## src/rtl/mem_pkg.sv

```systemverilog
// Shared constants for the data-memory path: addressing codes, FSM encoding, default widths.
package mem_pkg;

  localparam int NB_DATA_BUS_DEF = 32;
  localparam int NB_ADDRESS_DEF  = 6;

  localparam logic [1:0] ADDR_BYTE    = 2'b00;
  localparam logic [1:0] ADDR_HALF    = 2'b01;
  localparam logic [1:0] ADDR_ILLEGAL = 2'b10;
  localparam logic [1:0] ADDR_WORD    = 2'b11;

  typedef enum logic [2:0] {
    IDLE    = 3'd0,
    RD_REQ  = 3'd1,
    RD_WAIT = 3'd2,
    WR      = 3'd3,
    DONE    = 3'd4
  } mau_state_e;

  function automatic logic is_misaligned(input logic [1:0] size, input logic [1:0] addr_lo);
    return ((size == ADDR_HALF) && addr_lo[0]) ||
           ((size == ADDR_WORD) && (addr_lo != 2'b00));
  endfunction

endpackage

```

## src/rtl/mem_access_unit_if.sv

```systemverilog
// Request/response bundle between the MEM stage, the access unit and combined_memory.
interface mem_access_unit_if #(
  parameter int NB_DATA_BUS = 32,
  parameter int NB_ADDRESS  = 6
);

  logic                   i_valid;
  logic                   i_is_load;
  logic                   i_is_store;
  logic [1:0]             i_size;
  logic                   i_unsigned;
  logic [NB_ADDRESS-1:0]  i_addr;
  logic [NB_DATA_BUS-1:0] i_wdata;

  logic                   o_ready;
  logic                   o_done;
  logic [NB_DATA_BUS-1:0] o_rdata;
  logic                   o_misaligned;
  logic                   o_illegal;

  logic [NB_ADDRESS-1:0]  o_mem_r_addr;
  logic                   o_mem_r_en;
  logic [1:0]             o_mem_r_addressing;
  logic [NB_ADDRESS-1:0]  o_mem_w_addr;
  logic [NB_DATA_BUS-1:0] o_mem_w_data;
  logic                   o_mem_w_en;
  logic [1:0]             o_mem_w_addressing;
  logic [NB_DATA_BUS-1:0] i_mem_r_data;

  // The access unit is the slave of the pipeline request and drives the memory ports.
  modport slave (
    input  i_valid, i_is_load, i_is_store, i_size, i_unsigned, i_addr, i_wdata, i_mem_r_data,
    output o_ready, o_done, o_rdata, o_misaligned, o_illegal,
    output o_mem_r_addr, o_mem_r_en, o_mem_r_addressing,
    output o_mem_w_addr, o_mem_w_data, o_mem_w_en, o_mem_w_addressing
  );

  modport master (
    output i_valid, i_is_load, i_is_store, i_size, i_unsigned, i_addr, i_wdata, i_mem_r_data,
    input  o_ready, o_done, o_rdata, o_misaligned, o_illegal,
    input  o_mem_r_addr, o_mem_r_en, o_mem_r_addressing,
    input  o_mem_w_addr, o_mem_w_data, o_mem_w_en, o_mem_w_addressing
  );

endinterface

```

## src/rtl/mem_access_unit_load_extender.sv

```systemverilog
// Combinational sign/zero extension of right-justified load data; shared with forwarding.
module load_extender
  import mem_pkg::*;
#(
  parameter int NB_DATA_BUS = NB_DATA_BUS_DEF
) (
  input  logic [NB_DATA_BUS-1:0] i_raw,
  input  logic [1:0]             i_size,
  input  logic                   i_unsigned,
  output logic [NB_DATA_BUS-1:0] o_data
);

  always_comb begin
    o_data = i_raw;
    case (i_size)
      ADDR_BYTE: o_data = {{(NB_DATA_BUS-8){~i_unsigned & i_raw[7]}}, i_raw[7:0]};
      ADDR_HALF: o_data = {{(NB_DATA_BUS-16){~i_unsigned & i_raw[15]}}, i_raw[15:0]};
      default:   o_data = i_raw;
    endcase
  end

endmodule

```

## src/rtl/mem_access_unit.sv

```systemverilog
// Single-outstanding load/store initiator for combined_memory with alignment checks and
// load extension; holds the pipeline via o_ready/o_done.
module mem_access_unit
  import mem_pkg::*;
#(
  parameter int NB_DATA_BUS = NB_DATA_BUS_DEF,
  parameter int NB_ADDRESS  = NB_ADDRESS_DEF
) (
  input  logic              i_clk,
  input  logic              i_reset,
  mem_access_unit_if.slave  bus
);

  mau_state_e             state_q, state_d;
  logic                   accept;
  logic                   req_ill, req_mis;
  logic                   ill_q, mis_q;
  logic [1:0]             size_q;
  logic                   unsigned_q;
  logic [NB_DATA_BUS-1:0] rdata_q, ext_data;
  logic                   r_en_q, w_en_q;
  logic [NB_ADDRESS-1:0]  r_addr_q, w_addr_q;
  logic [1:0]             r_mode_q, w_mode_q;
  logic [NB_DATA_BUS-1:0] w_data_q;

  assign accept  = (state_q == IDLE) && bus.i_valid;
  assign req_ill = (bus.i_is_load && bus.i_is_store) || (bus.i_size == ADDR_ILLEGAL);
  assign req_mis = is_misaligned(bus.i_size, bus.i_addr[1:0]);

  always_comb begin
    state_d = state_q;
    unique case (state_q)
      IDLE: begin
        if (bus.i_valid) begin
          if (req_ill || req_mis)  state_d = DONE;
          else if (bus.i_is_load)  state_d = RD_REQ;
          else if (bus.i_is_store) state_d = WR;
          else                     state_d = DONE;
        end
      end
      RD_REQ:  state_d = RD_WAIT;
      RD_WAIT: state_d = DONE;
      WR:      state_d = DONE;
      DONE:    state_d = IDLE;
      default: state_d = IDLE;
    endcase
  end

  always_ff @(posedge i_clk) begin
    if (i_reset) begin
      state_q  <= IDLE;
      ill_q    <= 1'b0;
      mis_q    <= 1'b0;
      r_en_q   <= 1'b0;
      w_en_q   <= 1'b0;
      rdata_q  <= '0;
      r_addr_q <= '0;
      r_mode_q <= '0;
      w_addr_q <= '0;
      w_data_q <= '0;
      w_mode_q <= '0;
    end else begin
      state_q <= state_d;
      // Strobes are registered so they line up exactly with RD_REQ / WR.
      r_en_q  <= (state_d == RD_REQ);
      w_en_q  <= (state_d == WR);
      if (accept) begin
        ill_q <= req_ill;
        mis_q <= ~req_ill & req_mis;
      end
      if (accept && (state_d == RD_REQ)) begin
        r_addr_q <= bus.i_addr;
        r_mode_q <= bus.i_size;
      end
      if (accept && (state_d == WR)) begin
        w_addr_q <= bus.i_addr;
        w_data_q <= bus.i_wdata;
        w_mode_q <= bus.i_size;
      end
      if (state_q == RD_WAIT) rdata_q <= ext_data;
    end
  end

  // Extension controls only matter for an accepted load, so they need no reset.
  always_ff @(posedge i_clk) begin
    if (accept) begin
      size_q     <= bus.i_size;
      unsigned_q <= bus.i_unsigned;
    end
  end

  load_extender #(.NB_DATA_BUS(NB_DATA_BUS)) u_load_extender (
    .i_raw      (bus.i_mem_r_data),
    .i_size     (size_q),
    .i_unsigned (unsigned_q),
    .o_data     (ext_data)
  );

  assign bus.o_ready            = (state_q == IDLE);
  assign bus.o_done             = (state_q == DONE);
  assign bus.o_misaligned       = (state_q == DONE) && mis_q;
  assign bus.o_illegal          = (state_q == DONE) && ill_q;
  assign bus.o_rdata            = rdata_q;
  assign bus.o_mem_r_en         = r_en_q;
  assign bus.o_mem_r_addr       = r_addr_q;
  assign bus.o_mem_r_addressing = r_mode_q;
  assign bus.o_mem_w_en         = w_en_q;
  assign bus.o_mem_w_addr       = w_addr_q;
  assign bus.o_mem_w_data       = w_data_q;
  assign bus.o_mem_w_addressing = w_mode_q;

endmodule

```

## src/flat_wrapper.sv

```systemverilog
// flat-port wrapper written by rule: the top's interface ports become plain ports
module mem_access_unit_flat import mem_pkg::*;
#(
  parameter int NB_DATA_BUS = NB_DATA_BUS_DEF,
  parameter int NB_ADDRESS  = NB_ADDRESS_DEF
)
  (i_clk, i_reset, bus_i_valid, bus_i_is_load, bus_i_is_store, bus_i_size, bus_i_unsigned, bus_i_addr, bus_i_wdata, bus_i_mem_r_data, bus_o_ready, bus_o_done, bus_o_rdata, bus_o_misaligned, bus_o_illegal, bus_o_mem_r_addr, bus_o_mem_r_en, bus_o_mem_r_addressing, bus_o_mem_w_addr, bus_o_mem_w_data, bus_o_mem_w_en, bus_o_mem_w_addressing);
  mem_access_unit_if #(.NB_DATA_BUS(NB_DATA_BUS), .NB_ADDRESS(NB_ADDRESS)) bus_i ();
  input  logic i_clk;
  input  logic i_reset;
  input wire logic [$bits(bus_i.i_valid)-1:0] bus_i_valid;
  input wire logic [$bits(bus_i.i_is_load)-1:0] bus_i_is_load;
  input wire logic [$bits(bus_i.i_is_store)-1:0] bus_i_is_store;
  input wire logic [$bits(bus_i.i_size)-1:0] bus_i_size;
  input wire logic [$bits(bus_i.i_unsigned)-1:0] bus_i_unsigned;
  input wire logic [$bits(bus_i.i_addr)-1:0] bus_i_addr;
  input wire logic [$bits(bus_i.i_wdata)-1:0] bus_i_wdata;
  input wire logic [$bits(bus_i.i_mem_r_data)-1:0] bus_i_mem_r_data;
  output wire logic [$bits(bus_i.o_ready)-1:0] bus_o_ready;
  output wire logic [$bits(bus_i.o_done)-1:0] bus_o_done;
  output wire logic [$bits(bus_i.o_rdata)-1:0] bus_o_rdata;
  output wire logic [$bits(bus_i.o_misaligned)-1:0] bus_o_misaligned;
  output wire logic [$bits(bus_i.o_illegal)-1:0] bus_o_illegal;
  output wire logic [$bits(bus_i.o_mem_r_addr)-1:0] bus_o_mem_r_addr;
  output wire logic [$bits(bus_i.o_mem_r_en)-1:0] bus_o_mem_r_en;
  output wire logic [$bits(bus_i.o_mem_r_addressing)-1:0] bus_o_mem_r_addressing;
  output wire logic [$bits(bus_i.o_mem_w_addr)-1:0] bus_o_mem_w_addr;
  output wire logic [$bits(bus_i.o_mem_w_data)-1:0] bus_o_mem_w_data;
  output wire logic [$bits(bus_i.o_mem_w_en)-1:0] bus_o_mem_w_en;
  output wire logic [$bits(bus_i.o_mem_w_addressing)-1:0] bus_o_mem_w_addressing;
  assign bus_i.i_valid = bus_i_valid;
  assign bus_i.i_is_load = bus_i_is_load;
  assign bus_i.i_is_store = bus_i_is_store;
  assign bus_i.i_size = bus_i_size;
  assign bus_i.i_unsigned = bus_i_unsigned;
  assign bus_i.i_addr = bus_i_addr;
  assign bus_i.i_wdata = bus_i_wdata;
  assign bus_i.i_mem_r_data = bus_i_mem_r_data;
  assign bus_o_ready = bus_i.o_ready;
  assign bus_o_done = bus_i.o_done;
  assign bus_o_rdata = bus_i.o_rdata;
  assign bus_o_misaligned = bus_i.o_misaligned;
  assign bus_o_illegal = bus_i.o_illegal;
  assign bus_o_mem_r_addr = bus_i.o_mem_r_addr;
  assign bus_o_mem_r_en = bus_i.o_mem_r_en;
  assign bus_o_mem_r_addressing = bus_i.o_mem_r_addressing;
  assign bus_o_mem_w_addr = bus_i.o_mem_w_addr;
  assign bus_o_mem_w_data = bus_i.o_mem_w_data;
  assign bus_o_mem_w_en = bus_i.o_mem_w_en;
  assign bus_o_mem_w_addressing = bus_i.o_mem_w_addressing;
  mem_access_unit #(.NB_DATA_BUS(NB_DATA_BUS), .NB_ADDRESS(NB_ADDRESS)) u_core (.i_clk(i_clk), .i_reset(i_reset), .bus(bus_i));
endmodule
```

## config.mk

```make
export PLATFORM = sky130hd
export DESIGN_NAME = mem_access_unit_flat
export DESIGN_NICKNAME = d
export VERILOG_FILES = /design/src/rtl/mem_pkg.sv /design/src/rtl/mem_access_unit_if.sv /design/src/rtl/mem_access_unit_load_extender.sv /design/src/rtl/mem_access_unit.sv /design/src/flat_wrapper.sv
export SDC_FILE = /design/constraint.sdc
export NUM_CORES = 1
export LEC_CHECK = 0
export BUFFER_PORTS_ARGS = -buffer_cell sky130_fd_sc_hd__buf_2
export CORE_ASPECT_RATIO = 1.75
export CORE_MARGIN = 2
export CORE_UTILIZATION = 35
export DETAILED_ROUTE_END_ITERATION = 10
export GPL_TIMING_DRIVEN = 0
export HOLD_SLACK_MARGIN = 0.05
export SYNTH_ARGS = -nofsm -noshare
export SYNTH_HDL_FRONTEND = slang
export SYNTH_HIERARCHICAL = 1
export SYNTH_SLANG_ARGS = --single-unit
```

## constraint.sdc

```tcl
create_clock -name i_clk -period 2.25 [get_ports i_clk]
set_clock_uncertainty 0.05 [all_clocks]
set_input_delay 0.3375 -clock i_clk [delete_from_list [all_inputs] [get_ports i_clk]]
set_output_delay 0.3375 -clock i_clk [all_outputs]
set_load 0.005 [all_outputs]
```

**Word level (Yosys, flattened, before mapping)**

Cells that the tools add are included.

- Bits in registers: 90
- Input port bits: 78
- Logic and storage cells: 49
- Output and inout bits: 86

- Muxes and demuxes: 6
- Bitwise logic cells: 5
- Reduce and logical (&&, ||, !) cells: 15
- Eq/ne operators: 10

Operators with widths:

| kind | count |
|---|---|
| $pmux W32 S2 | 1 |
| $mux W3 | 4 |
| $eq A3 B2 Y1 const B | 3 |
| $pmux W3 S3 | 1 |
| $logic_and A1 B1 Y1 | 8 |
| $eq A3 B1 Y1 const B | 2 |
| $eq A2 B1 Y1 const B | 2 |
| $eq A2 B2 Y1 const B | 2 |
| $and A1 B1 Y1 | 3 |
| $eq A3 B3 Y1 const B | 1 |
| $logic_not A3 Y1 | 1 |
| $logic_or A1 B1 Y1 | 3 |
| $logic_not A2 Y1 | 1 |
| $not A1 Y1 | 2 |
| $reduce_bool A2 Y1 | 1 |
| $reduce_or A2 Y1 | 1 |

**Longest topological paths before layout**

Gate-level depths: netlist of run 1.

- Depth after elaboration: 9
- Gate-level depth with buffers: 7
- Depth with buffers taken out: 4

**Hierarchy**

The synthesis of run 1 kept the hierarchy.

By module, submodules not included:

| module | instances | area an instance (um^2) | cells each | seq. area each (um^2) |
|---|---|---|---|---|
| mem_access_unit | 1 | 3,729.8 | 389 | 1,831.8 |
| load_extender | 1 | 355.3 | 67 | 0.0 |

**Worst setup path after synthesis of run 1**

Ideal clock, no wire load.

- Path type: reg-to-reg
- Start: register u_core.state_q[2]
- End: register u_core.w_data_q[10] (netlist: u_core/bus.o_mem_w_data[10])
- Setup time: 0.072 ns
- Data arrival time: 1.613 ns
- Clock period less this slack: 1.735 ns
- Path slack: 0.515 ns
- Data required time: 2.128 ns
- Buffers on the path: 2
- Stages on the path, launching flop included: 6
- Cell sequence: dfxtp_1 > or3_1 > buf_6 > a2111oi_4 > buf_6 > mux2i_1

- Cells in the longest elaborated chain, start to end: 5
- Elaborated cells on any way between the ends: 10
- Those cells by class: eq/ne: 4; mux: 2; reduce/logical: 4

Ends and longest elaborated chain:

| item | RTL line | RTL |
|---|---|---|
| start, declared | mem_access_unit.sv:14 | `mau_state_e state_q, state_d;` |
| start signal, assigned | mem_access_unit.sv:63 | `state_q <= state_d;` |
| $eq A3 B2 Y1 | mem_access_unit.sv:32 | `unique case (state_q)` |
| $reduce_or A2 Y1 (no line) | -- |  |
| $pmux W3 S3 | mem_access_unit.sv:32 |  |
| $eq A3 B2 Y1 | mem_access_unit.sv:75 | `if (accept && (state_d == WR)) begin` |
| $logic_and A1 B1 Y1 * | mem_access_unit.sv:75 |  |
| end signal, assigned | mem_access_unit.sv:77 | `w_data_q <= bus.i_wdata;` |
| end, declared | mem_access_unit.sv:24 | `logic [NB_DATA_BUS-1:0] w_data_q;` |

Mark *: on every way between the ends. The rest lies on a longest branch, timed or not.
A chain may end at the register's enable or synchronous reset.

**Final worst setup path of run 1**

- Start: register u_core.state_q[2]
- End: register u_core.w_data_q[23] (netlist: u_core/bus.o_mem_w_data[23])

The elaborated chain is that of the path after synthesis.

==> results.toml, run 1 <==
[synth]
avgSynthCellArea_um2 = 8.96
synth.distinct_cells = 39
synth_seq_cells = 90
ys_warn_count = 6
synth_cells = 456
async_flop_share_pct = 0
syn_area_um2 = 4090
synth.yosys.seq_area_share_pct = 44.8
syn_nets = 534
synth_top_flop_cell = "dfxtp_1"
synth_edf_count = 3

[routing]
drc = 0
ant_nets = 0
dr.pass1.iters = 5
initialDrtViolationCount = 104
drt-total-wl_mm = 10.3
vias = 3566
via_per_inst = 4.68
routed.top_layer = "met4"
drt-met1-wl_mm = 4.02
post_drt_wl_per_cell_um = 13.6
wl_met3_um = 840
dr_wl_met2_mm = 5.34

[timing]
period_needed_ns = 1.99
rsz0062_at_grt = "false"
setup-violations-final = 0
tns_ns = 0
tightest_slew_ns = 0.861
fmax_ghz = 0.504
hold_viol = 0
final.period_utilization_pct = 88.3
slew_violations = 0
timing.slew.headroom_pct = 42.6
holdWs_ns = 0.148

[setup_path]
crit_required_ns = 2.46
max_stage_delay_ns = 0.47
crit_path_top_delay_cell = "a2111oi_4"
crit_fanout = 10
path_cells = "or3_1, buf_6, a2111oi_4, buf_6, mux2i_1"
worst_setup_path_end_kind = "register"
critical_path_arrival_ns = 2.19
reg2regPathDepth = 5
crit_top_cell = "buf_6"
reg2reg_to = "u_core/bus.o_mem_w_data[23]"
crit_path_start_kind = "register"
critPathKind = "reg -> reg"
worstSetupEndpoint = "u_core/bus.o_mem_w_data[23]"
r2r_slack_ns = 0.26
startpoint = "u_core/state_q[2]"
reg2reg_from = "u_core/state_q[2]"

[clock_network]
cts_buffer_depth = 2
postCtsResizedCells = 0
cts_tree = "done"
cts_sinks = 90
path_clk_slew_ns = 0.06
numCtsBuffers = 9
h-tree-depth = 3
cts_setup_buffers = 0
worstSkewPairLatency_ns = 0.33
clockRootBuffer = "clkbuf_16"
hold_buffers = 0

[final_layout]
fin_nets = 700
drive_above_1_share_pct = 32.1
fin_util_pct = 46.4
layout_common_cells = "buf_2 (158), nand2b_1 (93), nand2_1 (89), dfxtp_1 (87), mux2i_1 (48)"
antennaDiodeCount = 0
syn_to_final_growth_pct = 29.9
design_area_um2 = 5310
final_common_cell = "buf_2"
fillers = 1157

[place]
dp_hpwl_mm = 8.18
portBuffers = 155
dpl_cell_area_um2 = 5030
gp_congestion = 0.826

[status]
run_status = "finished, final reports clean"

[floorplanning]
dieHeight_um = 147
core-area_um2 = 11500
die_area_um2 = 12600
fp-row-count = 52
start_util_pct = 35.7
die_w_um = 85.7
pin_count = 164

[pwr]
fin_total_pwr_mw = 3.43
cellPowerDensity_nw_per_um2 = 647
ir_drop_mv = 0.340
p_leak_nw = 2.34

[global_route]
grt_pass1_wl_mm = 17.2
grt-ovfl-total = 0
grt_max_degree = 17
grt_usage_pct = 16.9
first_global_vias = 3778
antenna_found_initial = 0

[hold_path]
hp-class = "in -> reg"

[run]
drv_cap = 0
## per-stage QoR
| stage | std cells | setup WS (ns) |
|---|---|---|
| global route | 762 | 0.108 |
| floorplan | 456 | 0.515 |
| finish | 762 | 0.264 |
| CTS | 762 | 0.214 |
| detailed placement | 746 | 0.238 |
| global placement | 746 | 0.276 |
## power breakdown
part,total [mW],switching [mW],internal [mW]
Sequential,1.66,0.0198,1.64
Combinational,0.382,0.194,0.188
Clock,1.39,0.637,0.756
Total,3.43,0.851,2.58
## critical path: cells and delay by family (launching register included)
family,cells,cell delay (ns)
mux,1,0.21
simple gates,1,0.40
flops,1,0.37
compound gates,1,0.47
buf+inv,2,0.41
## metal layers
metal  vias to the layer above  GRT usage [%]
li1                       1825              -
met1                      1591           18.2
met2                       141           30.8
met3                         9           5.00
met4                         0           5.56
met5                         -              0
## area by class of cell
type                            instances  area [µm²]  share of cell area [%]
Buffer                                 42         249                    4.69
Multi-Input combinational cell        321        1990                    37.6
Inverter                                3        11.3                   0.212
Clock inverter                          7        52.6                   0.990
Timing Repair Buffer                  155         776                    14.6
Tap cell                              135         169                    3.18
Clock buffer                            9         225                    4.24
Sequential cell                        90        1830                    34.5
## synthesized netlist by cell type (3+ instances only)
cell type / number / area [µm²]
nand2b_1: 93 / 582
nand2_1: 89 / 334
dfxtp_1: 87 / 1740
mux2i_1: 48 / 480
a21oi_1: 34 / 170
o21ai_0: 25 / 125
clkbuf_1: 21 / 78.8
buf_4: 9 / 67.6
buf_6: 7 / 78.8
and2_1: 3 / 18.8
buf_2: 3 / 15.0
edfxtp_1: 3 / 90.1
inv_1: 3 / 11.3
nor2_1: 3 / 11.3
## how the worst min path moves through the flow
stage | to | slack, ns | start | depth (start not counted)
floorplan | u_core/size_q[0] | 0.39 | bus_i_size[0] | 0
global placement | u_core/bus.o_rdata[2] | 0.39 | u_core/bus.o_rdata[2] | 2
detailed placement | u_core/bus.o_rdata[2] | 0.39 | u_core/bus.o_rdata[2] | 2
CTS | u_core/unsigned_q | 0.13 | bus_i_unsigned | 1
global route | u_core/unsigned_q | 0.13 | bus_i_unsigned | 1
finish | u_core/unsigned_q | 0.15 | bus_i_unsigned | 1
## state kept, by name, indices dropped and copies added, names as in the netlist
signal and flops:
u_core/bus.o_mem_r_en 1, u_core/mis_q 1, u_core/bus.o_mem_w_data 32, u_core/size_q 2
u_core/bus.o_rdata 32, u_core/state_q 3, u_core/bus.o_mem_w_addr 6, u_core/ill_q 1
u_core/bus.o_mem_w_addressing 2, u_core/bus.o_mem_w_en 1, u_core/bus.o_mem_r_addr 6, u_core/bus.o_mem_r_addressing 2
u_core/unsigned_q 1
## cells by family (layout without fill, tap and decap cells)
kind of cell    count (synthesis)  in the layout  share of synthesized area (%)
compound gates                 70             70                           10.6
simple gates                  202            202                           26.1
mux                            49             49                           12.1
flops                          90             90                           44.8
buf+inv                        45            216                           6.37
(Power assumes the default switching activity.)
==> run 2, diff against run 1 <==
PLACE_DENSITY = 0.61   (was unset)
==> results.toml, run 2 (synthesized netlist as in run 1, its figures left out) <==
[timing]
tns_ns = 0
setup_slack_ns = 0.266
tightest_slew_ns = 0.841
final.period_utilization_pct = 88.2
period_needed_ns = 1.98
rsz0062_at_grt = "false"
fmax_ghz = 0.504
slew_violations = 0
setup-violations-final = 0
hold_viol = 0
timing.slew.headroom_pct = 43.9

[routing]
ant_nets = 0
post_drt_wl_per_cell_um = 13.9
drc = 0
drt-total-wl_mm = 10.6
dr.pass1.iters = 4
initialDrtViolationCount = 95
vias = 3555
via_per_inst = 4.67

[place]
dp_hpwl_mm = 8.43
gp_congestion = 0.844
place_ws_ns = 0.177
dp.cells = 746
portBuffers = 155
dpl_cell_area_um2 = 5030

[clock_network]
cts_sinks = 90
path_clk_slew_ns = 0.06
worstSkewPairLatency_ns = 0.33
cts_tree = "done"
hold_buffers = 0
postCtsResizedCells = 0
cts_buffer_depth = 2
h-tree-depth = 3
numCtsBuffers = 9
clockRootBuffer = "clkbuf_16"
cts_setup_buffers = 0

[final_layout]
antennaDiodeCount = 0
fin_util_pct = 46.6
design_area_um2 = 5330
fillers = 1136
drive_above_1_share_pct = 32.1
fin_nets = 700
final_common_cell = "buf_2"
final_cells = 762
layout_common_cells = "buf_2 (158), nand2b_1 (93), nand2_1 (89), dfxtp_1 (87), mux2i_1 (48)"
syn_to_final_growth_pct = 30.5
multi_input_area_um2 = 1990
seq_area_um2 = 1830

[hold_path]
holdCritStartpoint = "bus_i_unsigned"
hp-class = "in -> reg"
hold_depth = 1
holdPathEnd = "u_core/unsigned_q"

[global_route]
use_met2_pct = 32.5
grt.met3_usage_pct = 4.21
grt-ovfl-total = 0
top_usage_layer = "met2"
met1_usage_pct = 17.3
grt_usage_pct = 16.9
grt_max_degree = 17
antenna_found_initial = 0
first_global_vias = 3595
grt_pass1_wl_mm = 17.2

[setup_path]
reg2regPathDepth = 3
max_stage_delay_ns = 0.75
crit_required_ns = 2.38
worst_setup_path_end_kind = "register"
crit_fanout = 8
crit_path_start_kind = "register"
path_cells = "nor4b_2, nand2b_1, a2111oi_0"
reg2reg_from = "u_core/state_q[2]"
critPathKind = "reg -> reg"
r2r_slack_ns = 0.27
reg2reg_to = "u_core/bus.o_mem_w_en"
critical_path_arrival_ns = 2.11
crit_path_top_delay_cell = "nor4b_2"

[pwr]
p_leak_nw = 2.35
cellPowerDensity_nw_per_um2 = 667
ir_drop_mv = 0.384

[run]
drv_cap = 0

[status]
run_status = "finished, final reports clean"

[floorplanning]
pin_count = 164
dieHeight_um = 147
core-area_um2 = 11500
die_w_um = 85.7
fp-row-count = 52
die_area_um2 = 12600
start_util_pct = 35.7
-- run 2: cell type report --
cell class,count,area share (%)
repair buffers,155,14.6
flip-flops and latches,90,34.4
clock buffers,9,4.22
inverters,3,0.211
plain buffers,42,4.67
well taps,135,3.17
clock inverters,7,1.43
multi-input cells,321,37.4
-- run 2: metrics by stage --
step / hold WS (ns) / power (mW)
after detailed placement: 0.394 / 2.08
after floorplan: 0.386 / 1.93
final: 0.145 / 3.55
after global routing: 0.124 / 3.73
after global placement: 0.391 / 2.08
after CTS: 0.125 / 3.62
-- run 2: power breakdown --
part	internal [mW]	switching, mW
clock	0.868	0.643
sequential	1.64	0.0202
combinational	0.188	0.196
-- run 2: how the worst max path moves through the flow --
stage	from	end	slack (ns)	cells after the start
after floorplan	u_core/state_q[2]	u_core/bus.o_mem_w_data[10]	0.52	5
after global placement	bus_i_valid	u_core/bus.o_mem_w_en	0.17	4
after detailed placement	bus_i_valid	u_core/bus.o_mem_w_en	0.18	4
after CTS	u_core/state_q[2]	u_core/bus.o_mem_w_en	0.18	3
after global routing	u_core/state_q[2]	u_core/bus.o_mem_w_en	0.12	3
final	u_core/state_q[2]	u_core/bus.o_mem_w_en	0.27	3
-- run 2: critical path, delay by kind of cell (launching register included) --
family	cells	cell delay [ns]
simple gates	2	0.94
compound gates	1	0.48
flops	1	0.36
-- run 2: per-layer routing --
metal  wire length (µm)  up-vias
met5                  0        -
met4                114        0
met3                762        9
met2               5810      130
met1               3930     1596
li1                   -     1820
